### config.mk
export PLATFORM = sky130hd
export DESIGN_NAME = vram_arbiter
export DESIGN_NICKNAME = d
export VERILOG_FILES = /design/src/rtl/vram_arbiter.sv
export SDC_FILE = /design/constraint.sdc
export NUM_CORES = 1
export LEC_CHECK = 0
export BUFFER_PORTS_ARGS = -buffer_cell sky130_fd_sc_hd__buf_4
export CAP_MARGIN = 20
export CORE_UTILIZATION = 35
export DETAILED_ROUTE_END_ITERATION = 8
export SYNTH_ARGS = -nofsm -noshare
export SYNTH_HDL_FRONTEND = slang
export SYNTH_SLANG_ARGS = --single-unit
export TNS_END_PERCENT = 1
### constraint.sdc
create_clock -name pin_clk -period 2.2 [get_ports pin_clk]
set_clock_uncertainty 0.1 [all_clocks]
set_input_delay 0.66 -clock pin_clk [delete_from_list [all_inputs] [get_ports pin_clk]]
set_output_delay 0.66 -clock pin_clk [all_outputs]
set_load 0.01 [all_outputs]
### src/rtl/vram_arbiter.sv
// Shares one DRAM between a CPU port and a video fetch port, with periodic RAS-only refresh.
// Each access is one ROW cycle, TCAS COL cycles and TRP precharge cycles; refresh wins every grant.
module vram_arbiter #(
  parameter int unsigned TCAS       = 2,
  parameter int unsigned TRP        = 2,
  parameter int unsigned REF_PERIOD = 64
) (
  input  logic        pin_clk,
  input  logic        pin_rst,
  input  logic        cpu_req,
  input  logic        cpu_we,
  input  logic [1:0]  cpu_be,
  input  logic [13:0] cpu_addr,
  input  logic [15:0] cpu_wdata,
  output logic [15:0] cpu_rdata,
  output logic        cpu_ack,
  input  logic        vid_req,
  input  logic [13:0] vid_addr,
  output logic [15:0] vid_rdata,
  output logic        vid_ack,
  output logic [6:0]  ma,
  output logic        ras_n,
  output logic [1:0]  cas_n,
  output logic        we_n,
  output logic [15:0] dram_di,
  input  logic [15:0] dram_do
);

  typedef enum logic [2:0] {StIdle, StRow, StCol, StPre, StRef} state_e;

  state_e      state_q, state_d;
  logic [2:0]  cnt_q, cnt_d;
  logic [9:0]  timer_q;
  logic        pend_q;
  logic [6:0]  ref_row_q;
  logic [1:0]  starve_q;
  logic [13:0] addr_q;
  logic        we_q;
  logic [1:0]  be_q;
  logic [15:0] wdata_q;
  logic        is_vid_q;
  logic        cpu_ack_q, vid_ack_q;
  logic [15:0] cpu_rdata_q, vid_rdata_q;

  logic timer_wrap, refresh_req, cpu_starved, cpu_write;
  logic grant_ref, grant_vid, grant_cpu;
  logic col_done, ref_done;

  assign timer_wrap  = (timer_q == 10'(REF_PERIOD - 1));
  // A wrap in the IDLE cycle itself counts as pending so refresh beats a same-cycle request.
  assign refresh_req = pend_q | timer_wrap;
  assign cpu_starved = cpu_req & (starve_q == 2'd2);
  assign cpu_write   = ~is_vid_q & we_q;
  assign col_done    = (state_q == StCol) && (cnt_q == 3'(TCAS - 1));
  assign ref_done    = (state_q == StRef) && (cnt_q == 3'(TCAS));

  always_comb begin
    grant_ref = 1'b0;
    grant_vid = 1'b0;
    grant_cpu = 1'b0;
    if (state_q == StIdle) begin
      if (refresh_req)                  grant_ref = 1'b1;
      else if (vid_req && !cpu_starved) grant_vid = 1'b1;
      else if (cpu_req)                 grant_cpu = 1'b1;
    end
  end

  always_ff @(posedge pin_clk) begin
    if (pin_rst) begin
      state_q <= StIdle;
      cnt_q   <= '0;
    end else begin
      state_q <= state_d;
      cnt_q   <= cnt_d;
    end
  end

  always_comb begin
    state_d = state_q;
    cnt_d   = cnt_q;
    unique case (state_q)
      StIdle: begin
        cnt_d = '0;
        if (grant_ref)                   state_d = StRef;
        else if (grant_vid || grant_cpu) state_d = StRow;
      end
      StRow: begin
        state_d = StCol;
        cnt_d   = '0;
      end
      StCol: begin
        if (col_done) begin
          state_d = StPre;
          cnt_d   = '0;
        end else begin
          cnt_d = cnt_q + 3'd1;
        end
      end
      StRef: begin
        if (ref_done) begin
          state_d = StPre;
          cnt_d   = '0;
        end else begin
          cnt_d = cnt_q + 3'd1;
        end
      end
      StPre: begin
        if (cnt_q == 3'(TRP - 1)) begin
          state_d = StIdle;
          cnt_d   = '0;
        end else begin
          cnt_d = cnt_q + 3'd1;
        end
      end
      default: state_d = StIdle;
    endcase
  end

  always_comb begin
    ras_n = 1'b1;
    cas_n = 2'b11;
    we_n  = 1'b1;
    ma    = '0;
    unique case (state_q)
      StRow: begin
        ras_n = 1'b0;
        ma    = addr_q[13:7];
      end
      StCol: begin
        ras_n = 1'b0;
        ma    = addr_q[6:0];
        cas_n = cpu_write ? ~be_q : 2'b00;
        we_n  = ~cpu_write;
      end
      StRef: begin
        ras_n = 1'b0;
        ma    = ref_row_q;
      end
      default: ;
    endcase
  end

  always_ff @(posedge pin_clk) begin
    if (pin_rst) begin
      timer_q     <= '0;
      pend_q      <= 1'b0;
      ref_row_q   <= '0;
      starve_q    <= '0;
      addr_q      <= '0;
      we_q        <= 1'b0;
      be_q        <= '0;
      wdata_q     <= '0;
      is_vid_q    <= 1'b0;
      cpu_ack_q   <= 1'b0;
      vid_ack_q   <= 1'b0;
      cpu_rdata_q <= '0;
      vid_rdata_q <= '0;
    end else begin
      timer_q <= timer_wrap ? '0 : timer_q + 10'd1;
      // A wrap while refresh is already pending is dropped.
      if (ref_done)        pend_q <= 1'b0;
      else if (timer_wrap) pend_q <= 1'b1;
      if (ref_done) ref_row_q <= ref_row_q + 7'd1;
      if (grant_cpu)      starve_q <= '0;
      else if (grant_vid) starve_q <= cpu_req ? starve_q + 2'd1 : '0;
      if (grant_vid) begin
        addr_q   <= vid_addr;
        we_q     <= 1'b0;
        is_vid_q <= 1'b1;
      end
      if (grant_cpu) begin
        addr_q   <= cpu_addr;
        we_q     <= cpu_we;
        be_q     <= cpu_be;
        wdata_q  <= cpu_wdata;
        is_vid_q <= 1'b0;
      end
      cpu_ack_q <= col_done & ~is_vid_q;
      vid_ack_q <= col_done & is_vid_q;
      if (col_done && is_vid_q)            vid_rdata_q <= dram_do;
      if (col_done && !is_vid_q && !we_q)  cpu_rdata_q <= dram_do;
    end
  end

  assign cpu_ack   = cpu_ack_q;
  assign vid_ack   = vid_ack_q;
  assign cpu_rdata = cpu_rdata_q;
  assign vid_rdata = vid_rdata_q;
  assign dram_di   = wdata_q;

endmodule

# Yosys cells after proc, flatten, opt, wreduce, memory -nomap -nowiden
# Cells that the tools add are included.
# op_classes
add_sub_neg,4
eq_ne,12
muxes,29
bitwise,8
n_reduce_logical,19
# op_table
cell,count
$mux 14,2
$mux 3,8
$pmux 7 s3,1
$pmux 3 s5,1
$mux 1,13
$pmux 3 s4,1
$add 10x1->10 const B,1
$eq 10x6->1 const B,1
$eq 3x2->1 const B,3
$reduce_or 2->1,4
$add 7x1->7 const B,1
$eq 3x1->1 const B,2
$logic_and 1x1->1,6
$mux 2,3
$ne 2x2->1 const B,3
$and 1x1->1,4
$reduce_and 4->1,1
$reduce_bool 4->1,1
$add 3x1->3 const B,1
$eq 3x3->1 const B,1
$logic_not 1->1,3
$logic_not 3->1,1
$ne 3x2->1 const B,1
$reduce_or 3->1,1
7 further kinds,8
# word_totals
reg_bits,94
word_cells,87

# Logic depth before layout (Yosys ltp)
# Gate-level depths: netlist of run 1.
# depth
ltp_word,11
ltp_mapped,8

# Worst setup path before layout of run 1
# Ideal clock, no wire load.
# synth_path
path_kind,flip-flop to output port
startpoint,register state_q[1]
endpoint,output ma[0]
arrival_ns,1.310
required_ns,1.440
path_slack_ns,0.130
path_stages_with_launch,6
n_path_buf,2
path_cell_list,dfxtp_1 buf_2 nor2b_1 buf_2 a22oi_1 o21ai_0
# synth_via
elab_chain_cells,2
elab_cells_between_ends,4
classes_between,eq/ne: 3; mux: 1
# synth_lines
item,line_no,text
start: declaration,31,"state_e state_q, state_d;"
start signal: assignment,70,state_q <= StIdle;
start signal: assignment,73,state_q <= state_d;
"$eq 3x3->1, or another cell as far along",124,unique case (state_q)
$pmux 7 s3 (*),124,
end: declaration,21,"output logic [6:0] ma,"
# Every way passes the cells marked *; elsewhere a longest branch is shown, timed or not.

# Worst setup path after layout of run 1
# layout_path
startpoint,register state_q[2]
endpoint,output ma[0]
# The elaborated chain is that of the path after synthesis.

==> results_dict.tcl, run 1 <==
set metrics [dict create \
    cts_hold_buffers 0 \
    cp_data_required_time_ns 1.44 \
    combPwrFrac 0.248 \
    grt_max_degree 38 \
    routedWlPerCell_um 14.2 \
    fp.coreArea_sq_um 11600 \
    p_leak_uw 0.00255 \
    routed_wl_um 10300 \
    status "finished with violations" \
    r2r_slack_ns 0.13 \
    relSlewSlack 0.654 \
    rows 39 \
    numPlacedInstances 710 \
    grt.total_usage 0.170 \
    cts.path.max_buffers 2 \
    dpl_cell_area_sq_um 5360 \
    fin_hold_ws_ns 0.359 \
    critPathMaxFanout 8 \
    synth.area.mux_share 0.158 \
    drtIter0Drc 243 \
    synth.distinct_cells 51 \
    cts_sinks 94 \
    root_buffer "clkbuf_16" \
    start_kind "flop" \
    routed_via_density 5.02 \
    syn_area_sq_um 4250 \
    die_area_sq_um 12600 \
    worstHoldPathType "flop to flop" \
    min_from "dram_di[1]" \
    cts_inserted_buffers 9 \
    cellInternalPower_uw 3600 \
    final_cells 730 \
    yosys_warnings 0 \
    grt_antenna_before_repair 0 \
    fmax_mhz 451 \
    r2r_start "state_q[1]" \
    p_per_area_nw_per_um2 866 \
    synth_edf_count 0 \
    synthSimpleGateAreaFrac 0.175 \
    synth_nets 526 \
    yosys.area_share.adder 0.0177 \
    clk_latency_ns 0.34 \
    drc 12 \
    ys_seq_area_frac 0.443 \
    tightest_slew_ns 0.515 \
    yosys.area_share.xor_xnor 0.0247 \
    stdcell_area_sq_um 5840 \
    syn_avg_cell_area_sq_um 9.38 \
    clk_pin_slew_ns 0.07 \
    grt_pass1_wl_um 17100 \
    fill_cells 1102 \
    ys_ff_latch 94 \
    syn_to_final_growth_pct 37.4 \
    nets 655 \
    multi_input_area_sq_um 2210 \
    gr-total-overflow 0 \
    r2r_cells 7 \
    vias 3665 \
    grt_setup_unrepaired "yes" \
    hold_end "dram_di[1]" \
    power_uw 5060 \
    port_buffers 127 \
    drtPass1Iterations 7 \
    slew_viol_final 0 \
    worst-setup-path-type "flop to output port" \
    synth_top_family_by_area "simple AND/OR/NAND/NOR gates" \
    ant_nets 0 \
    max_cap_violations 0 \
    pwr-share-clk 0.350 \
    final_layout_size_suffix_gt1_frac 0.339 \
    finalHoldViolCount 0 \
    place_hpwl_um 7460 \
    period_share 1.01 \
    netSwitchingFraction 0.288 \
    fin_ws_ns -0.0190 \
    cp.arrival_ns 1.46 \
    async_flop_share 0 \
    die_h_um 112 \
    ios 128 \
    p_switching_uw 1460 \
    htree_levels 3 \
    routabilityCongestion 0.803 \
    final_core_util 0.503 \
    end_kind "output port" \
    irDropWorstVdd_mv 0.399 \
    worstReg2RegEnd "addr_q[11]" \
    mostFrequentLayoutCell "buf_4" \
    initial_core_util 0.366 \
    tritoncts "yes" \
    final_cell_mix "buf_4, dfxtp_1, mux2i_1, nor2_1, nand2_1" \
    violations "design-rule violations, negative setup slack" \
    num_antenna_cells 0 \
    grt_pass1_vias 3509 \
    fin_crit_ns 2.22 \
    p_seq_frac 0.402 \
    dieWidth_um 112 \
    synth_compound_area_frac 0.127 \
    final-seq-area_sq_um 1890 \
    finalSetupViolations 2 \
    netlist_instances 453 \
    synth_ff_type "dfxtp_1" \
    min_path_cells 2 \
]
==> stage by stage <==
step	worst slack, ns	TNS [ns]
floorplan	0.130	0
global placement	0.198	0
detailed placement	0.162	0
CTS	-0.00848	-0.0140
global route	-0.0878	-0.534
finish	-0.0190	-0.0298
==> worst max-delay path: stages, from the launching register on <==
cell and delay, ns:
dfxtp_4 0.40, nor2b_4 0.18, buf_6 0.14, a22oi_2 0.09, o21ai_2 0.17, buf_4 0.14
==> registers in the layout (all words and copies together) (netlist names), 3 cells and up <==
name	flops
timer_q	10
state_q	3
dram_di	16
ref_row_q	7
addr_q	14
cpu_rdata	16
vid_rdata	16
cnt_q	3
==> final cells by class <==
cell class                      count  area share
Inverter                            8     0.00514
Timing Repair Buffer              154       0.202
Clock inverter                      7      0.0206
Sequential cell                    94       0.324
Tap cell                          143      0.0306
Multi-Input combinational cell    315       0.379
Clock buffer                        9      0.0386
==> cell usage after synthesis (all sizes together), types with 4 or more instances <==
library cell / number / share of area
and2: 5 / 0.0074
clkbuf: 21 / 0.019
buf: 15 / 0.029
nand3: 5 / 0.0059
mux2i: 66 / 0.16
xor2: 5 / 0.010
nand2b: 4 / 0.0059
xnor2: 7 / 0.014
o311ai: 14 / 0.029
nand2: 57 / 0.052
dfxtp: 94 / 0.44
nor2: 58 / 0.053
o31ai: 19 / 0.035
o21ai: 14 / 0.017
inv: 8 / 0.0071
ha: 6 / 0.018
nor3: 8 / 0.012
a22oi: 7 / 0.012
==> power groups by stage <==
stage          clock network, uW  registers, uW  logic [uW]
5_1_grt                     1900           2050        1370
2_1_floorplan                  0           2020         727
3_5_place_dp                   0           2050        1140
4_1_cts                     1810           2030        1210
6_report                    1770           2030        1250
3_3_place_gp                   0           2050        1120
==> cells by family after synthesis <==
group | count (synthesis)
compound gates | 72
flops | 94
fa+ha+maj | 6
mux | 67
simple gates | 158
buf+inv | 44
xor+xnor | 12
==> worst max path at each step <==
stage / from / end / cells past startpoint
2_1_floorplan: state_q[1] / ma[0] / 5
3_3_place_gp: state_q[0] / ras_n / 3
3_5_place_dp: state_q[0] / ma[1] / 4
4_1_cts: state_q[2] / ma[1] / 5
5_1_grt: state_q[2] / ma[1] / 5
6_report: state_q[2] / ma[0] / 5
==> layer usage <==
layer / wire, um / track usage / vias to the layer above / share of wire
li1: - / - / 1846 / -
met1: 4740 / 0.222 / 1681 / 0.46
met2: 4730 / 0.267 / 127 / 0.46
met3: 723 / 0.0459 / 11 / 0.070
met4: 133 / 0.0631 / 0 / 0.013
met5: 0 / 0 / - / 0
==> timing repair <==
item | 4_1_cts | 5_1_grt
gates cloned | 1 | 0
gates resized for setup | 30 | 10
endpoints found under the setup margin | 10 | 11
pin swaps | 3 | 4
setup buffers | 0 | 3
Power figures use the tool's default switching activity.
==> run 2: changes to the inputs <==
--- a/config.mk
+++ b/config.mk
@@ -5,10 +5,11 @@
 export SDC_FILE = /design/constraint.sdc
 export NUM_CORES = 1
 export LEC_CHECK = 0
-export BUFFER_PORTS_ARGS = -buffer_cell sky130_fd_sc_hd__buf_4
 export CAP_MARGIN = 20
 export CORE_UTILIZATION = 35
 export DETAILED_ROUTE_END_ITERATION = 8
+export DONT_BUFFER_PORTS = 1
+export GPL_ROUTABILITY_DRIVEN = 0
 export SYNTH_ARGS = -nofsm -noshare
 export SYNTH_HDL_FRONTEND = slang
 export SYNTH_SLANG_ARGS = --single-unit
==> results_dict.tcl, run 2 (synthesis gave the netlist of run 1 again) <==
set metrics [dict create \
    drtIter0Drc 136 \
    cts_sinks 94 \
    place_hpwl_um 6650 \
    grt_pass1_wl_um 14900 \
    cp_data_required_time_ns 1.44 \
    num_antenna_cells 0 \
    tritoncts "yes" \
    clk_latency_ns 0.34 \
    mostFrequentLayoutCell "dfxtp_1" \
    ios 128 \
    port_buffers 0 \
    fin_hold_ws_ns 0.301 \
    start_kind "flop" \
    p_leak_uw 0.00191 \
    finalSetupViolations 0 \
    syn_to_final_growth_pct 13.7 \
    fin_tns_setup_ns 0 \
    cts_hold_buffers 0 \
    relSlewSlack 0.660 \
    gr-usage-met1 0.191 \
    drtPass1Iterations 6 \
    top_usage_layer "met2" \
    cts_inserted_buffers 9 \
    routed_wl_um 9510 \
    final-seq-area_sq_um 1890 \
    fin_crit_ns 2.18 \
    die_h_um 112 \
    gr-total-overflow 0 \
    violations "design-rule violations" \
    slew_viol_final 0 \
    r2r_slack_ns 0.22 \
    fp.coreArea_sq_um 11600 \
    p_seq_frac 0.450 \
    die_area_sq_um 12600 \
    fill_cells 1163 \
    routed_via_density 5.35 \
    max_cap_violations 0 \
    numPlacedInstances 588 \
    dieWidth_um 112 \
    grt_setup_unrepaired "yes" \
    grtUsageMet2 0.242 \
    combPwrFrac 0.216 \
    initial_core_util 0.366 \
    nets 533 \
    finalHoldViolCount 0 \
    grt.total_usage 0.151 \
    grt_max_degree 72 \
    pwr-share-clk 0.334 \
    drc 12 \
    worstHoldPathType "input pin to flop" \
    met3_usage 0.0378 \
    critPathMaxFanout 8 \
    clk_pin_slew_ns 0.07 \
    ant_nets 0 \
    final_cells 608 \
    worst-setup-path-type "flop to output port" \
    status "finished with violations" \
    final_cell_mix "dfxtp_1, mux2i_1, nand2_1, nor2_1, buf_4" \
    netSwitchingFraction 0.301 \
    cellInternalPower_uw 3180 \
    p_per_area_nw_per_um2 943 \
    htree_levels 3 \
    vias 3253 \
    multi_input_area_sq_um 2170 \
    p_switching_uw 1370 \
    cp.arrival_ns 1.42 \
    end_kind "output port" \
    fin_ws_ns 0.0183 \
    root_buffer "clkbuf_16" \
    tightest_slew_ns 0.506 \
    routedWlPerCell_um 15.6 \
    cts.path.max_buffers 2 \
    grt_pass1_vias 3054 \
    rows 39 \
    final_layout_size_suffix_gt1_frac 0.146 \
    place_ws_ns 0.148 \
    fmax_mhz 458 \
    power_uw 4550 \
    period_share 0.992 \
    irDropWorstVdd_mv 0.448 \
    grt_antenna_before_repair 0 \
]
## run 2: cell count changes in the layout (fill, tap and decap cells not counted), sizes merged
cell / before / now
bufinv: 3 / 0
dlymetal6s2s: 0 / 1
clkbuf: 9 / 12
clkinv: 2 / 1
buf: 154 / 31
clkinvlp: 1 / 2
## run 2: stage by stage
stage	area, sq um	utilization
global placement	4450	0.384
CTS	4760	0.410
detailed placement	4450	0.384
global route	4830	0.416
floorplan	4250	-
finish	4830	0.416
## run 2: worst max-delay path: stages, from the launching register on
cell	delay, ns
dfxtp_4	0.39
nor2b_4	0.17
buf_6	0.14
a22oi_1	0.09
o21ai_1	0.15
buf_4	0.14
## run 2: worst paths after layout
check,start,to,cells past startpoint
setup reg to reg,timer_q[0],addr_q[4],6
hold / removal,pin_rst,timer_q[4],1
hold reg to reg,timer_q[0],timer_q[0],1
setup / recovery,state_q[2],ma[1],5
## run 2: metal layers
layer | wire, um | vias up
met1 | 4220 | 1513
met5 | 0 | -
li1 | - | 1609
met4 | 187 | 0
met3 | 794 | 11
met2 | 4300 | 120
## run 2: what timing repair did
| item | CTS | global route |
|---|---|---|
| setup buffers | 0 | 3 |
| pin swaps | 0 | 2 |
| gates cloned | 0 | 1 |
| gates resized for setup | 12 | 15 |
| setup endpoints to repair | 11 | 11 |
## run 2: area by class of cell
class	instances	area share
clock inverters	4	0.00596
well taps	143	0.0370
multi-input cells	315	0.448
repair buffers	32	0.0557
flip-flops and latches	94	0.391
clock buffers	12	0.0552
inverters	8	0.00622
## run 2: power by group through the flow
stage | clock (uW) | sequential (uW) | combinational, uW
2_1_floorplan | 0 | 2020 | 727
3_3_place_gp | 0 | 2070 | 899
3_5_place_dp | 0 | 2070 | 916
4_1_cts | 1570 | 2040 | 926
5_1_grt | 1640 | 2070 | 1080
6_report | 1520 | 2050 | 985
==> run 3: changes to the inputs <==
--- a/config.mk
+++ b/config.mk
@@ -7,9 +7,11 @@
 export LEC_CHECK = 0
 export CAP_MARGIN = 20
 export CORE_UTILIZATION = 35
+export CTS_BUF_LIST = sky130_fd_sc_hd__clkbuf_4 sky130_fd_sc_hd__clkbuf_8
 export DETAILED_ROUTE_END_ITERATION = 8
 export DONT_BUFFER_PORTS = 1
 export GPL_ROUTABILITY_DRIVEN = 0
+export SETUP_SLACK_MARGIN = 0.2
 export SYNTH_ARGS = -nofsm -noshare
 export SYNTH_HDL_FRONTEND = slang
 export SYNTH_SLANG_ARGS = --single-unit
==> constraint.sdc (replaced) <==
create_clock -name pin_clk -period 2.6 [get_ports pin_clk]
set_clock_uncertainty 0.1 [all_clocks]
set_input_delay 0.78 -clock pin_clk [delete_from_list [all_inputs] [get_ports pin_clk]]
set_output_delay 0.78 -clock pin_clk [all_outputs]
set_load 0.01 [all_outputs]
==> results_dict.tcl, run 3 (synthesis gave the netlist of run 1 again) <==
set metrics [dict create \
    grt_pass1_wl_um 15100 \
    cts_sinks 94 \
    syn_to_final_growth_pct 9.33 \
    routed_wl_um 9280 \
    ios 128 \
    cts_inserted_buffers 9 \
    nets 525 \
    start_kind "flop" \
    drtIter0Drc 182 \
    grt_setup_unrepaired "yes" \
    cts.path.max_buffers 2 \
    max_cap_violations 0 \
    end_kind "output port" \
    vias 3179 \
    p_per_area_nw_per_um2 739 \
    power_uw 3430 \
    routed_via_density 5.31 \
    slew_viol_final 0 \
    drc 12 \
    max_stage_delay_ns 0.39 \
    place_hpwl_um 6550 \
    port_buffers 0 \
    routedWlPerCell_um 15.5 \
    num_antenna_cells 0 \
    place_ws_ns 0.350 \
    initial_core_util 0.366 \
    tritoncts "yes" \
    drtPass1Iterations 6 \
    fin_ws_ns 0.242 \
    final_cell_mix "dfxtp_1, mux2i_1, nand2_1, nor2_1, buf_4" \
    worstHoldPathType "flop to flop" \
    path_cells "nor2b_1, buf_4, a22oi_2, o21ai_1, buf_4" \
    status "finished with violations" \
    cp_data_required_time_ns 1.72 \
    grt.total_usage 0.152 \
    worst-setup-path-type "flop to output port" \
    die_area_sq_um 12600 \
    period_share 0.907 \
    violations "design-rule violations" \
    mostFrequentLayoutCell "dfxtp_1" \
    tightest_slew_ns 0.633 \
    p_leak_uw 0.00181 \
    fin_crit_ns 2.36 \
    clk_pin_slew_ns 0.09 \
    gr-total-overflow 0 \
    grt_antenna_before_repair 0 \
    fmax_mhz 424 \
    fin_tns_setup_ns 0 \
    fill_cells 1159 \
    ant_nets 0 \
    die_h_um 112 \
    final_core_util 0.400 \
    irDropWorstVdd_mv 0.282 \
    critPathSlowestCell "dfxtp_4" \
    relSlewSlack 0.578 \
    fp.coreArea_sq_um 11600 \
    critical_path.most_common_cell "buf_4" \
    clk_latency_ns 0.37 \
    grt_pass1_vias 2959 \
    finalHoldViolCount 0 \
    multi_input_area_sq_um 2160 \
    htree_levels 3 \
    cp.arrival_ns 1.48 \
    root_buffer "clkbuf_8" \
    final_layout_size_suffix_gt1_frac 0.134 \
    final_cells 599 \
    dieWidth_um 112 \
    critPathMaxFanout 9 \
    rows 39 \
    cts_hold_buffers 0 \
    finalSetupViolations 0 \
    final-seq-area_sq_um 1890 \
    grt_max_degree 72 \
    numPlacedInstances 580 \
]
run 3: final timing paths:
kind | end | startpoint | cells past startpoint | slack [ns]
worst min-delay path | be_q[0] | be_q[0] | 2 | 0.37
worst min register to register | be_q[0] | be_q[0] | 2 | 0.37
worst max-delay path | ma[3] | state_q[2] | 5 | 0.24
worst max register to register | we_q | state_q[2] | 5 | 0.48
run 3: stage by stage:
stage / instance area [sq um] / hold slack [ns]
floorplan: 4250 / 0.330
finish: 4650 / 0.368
CTS: 4590 / 0.355
detailed placement: 4390 / 0.359
global route: 4650 / 0.357
global placement: 4390 / 0.343
run 3: routing by layer:
metal | global-route usage | up-vias | share of wire
met5 | 0 | - | 0
met4 | 0.0640 | 0 | 0.018
met3 | 0.0410 | 13 | 0.079
met2 | 0.239 | 121 | 0.45
met1 | 0.197 | 1464 | 0.46
li1 | - | 1581 | -
run 3: what timing repair did:
| item | CTS | global route |
|---|---|---|
| setup buffers | 0 | 4 |
| hold endpoints to repair | 0 | 0 |
| gates resized for setup | 4 | 16 |
| setup endpoints to repair | 11 | 10 |
| cloned | 0 | 0 |
run 3: cell type report:
class                           count  area share
Sequential cell                    94       0.407
Tap cell                          143      0.0385
Timing Repair Buffer               24      0.0423
Clock inverter                      6      0.0135
Clock buffer                        9      0.0267
Multi-Input combinational cell    315       0.466
Inverter                            8     0.00646
run 3: critical path: cells and delay by family (launching register included):
kind / cells / cell delay, ns
AOI/OAI and AO/OA: 2 / 0.24
buffers and inverters: 2 / 0.32
DFF: 1 / 0.39
and+or+nand+nor: 1 / 0.15
run 3: power breakdown:
group | total, uW | switching, uW | internal (uW)
clock | 940 | 501 | 439
combinational | 751 | 428 | 323
sequential | 1740 | 157 | 1590
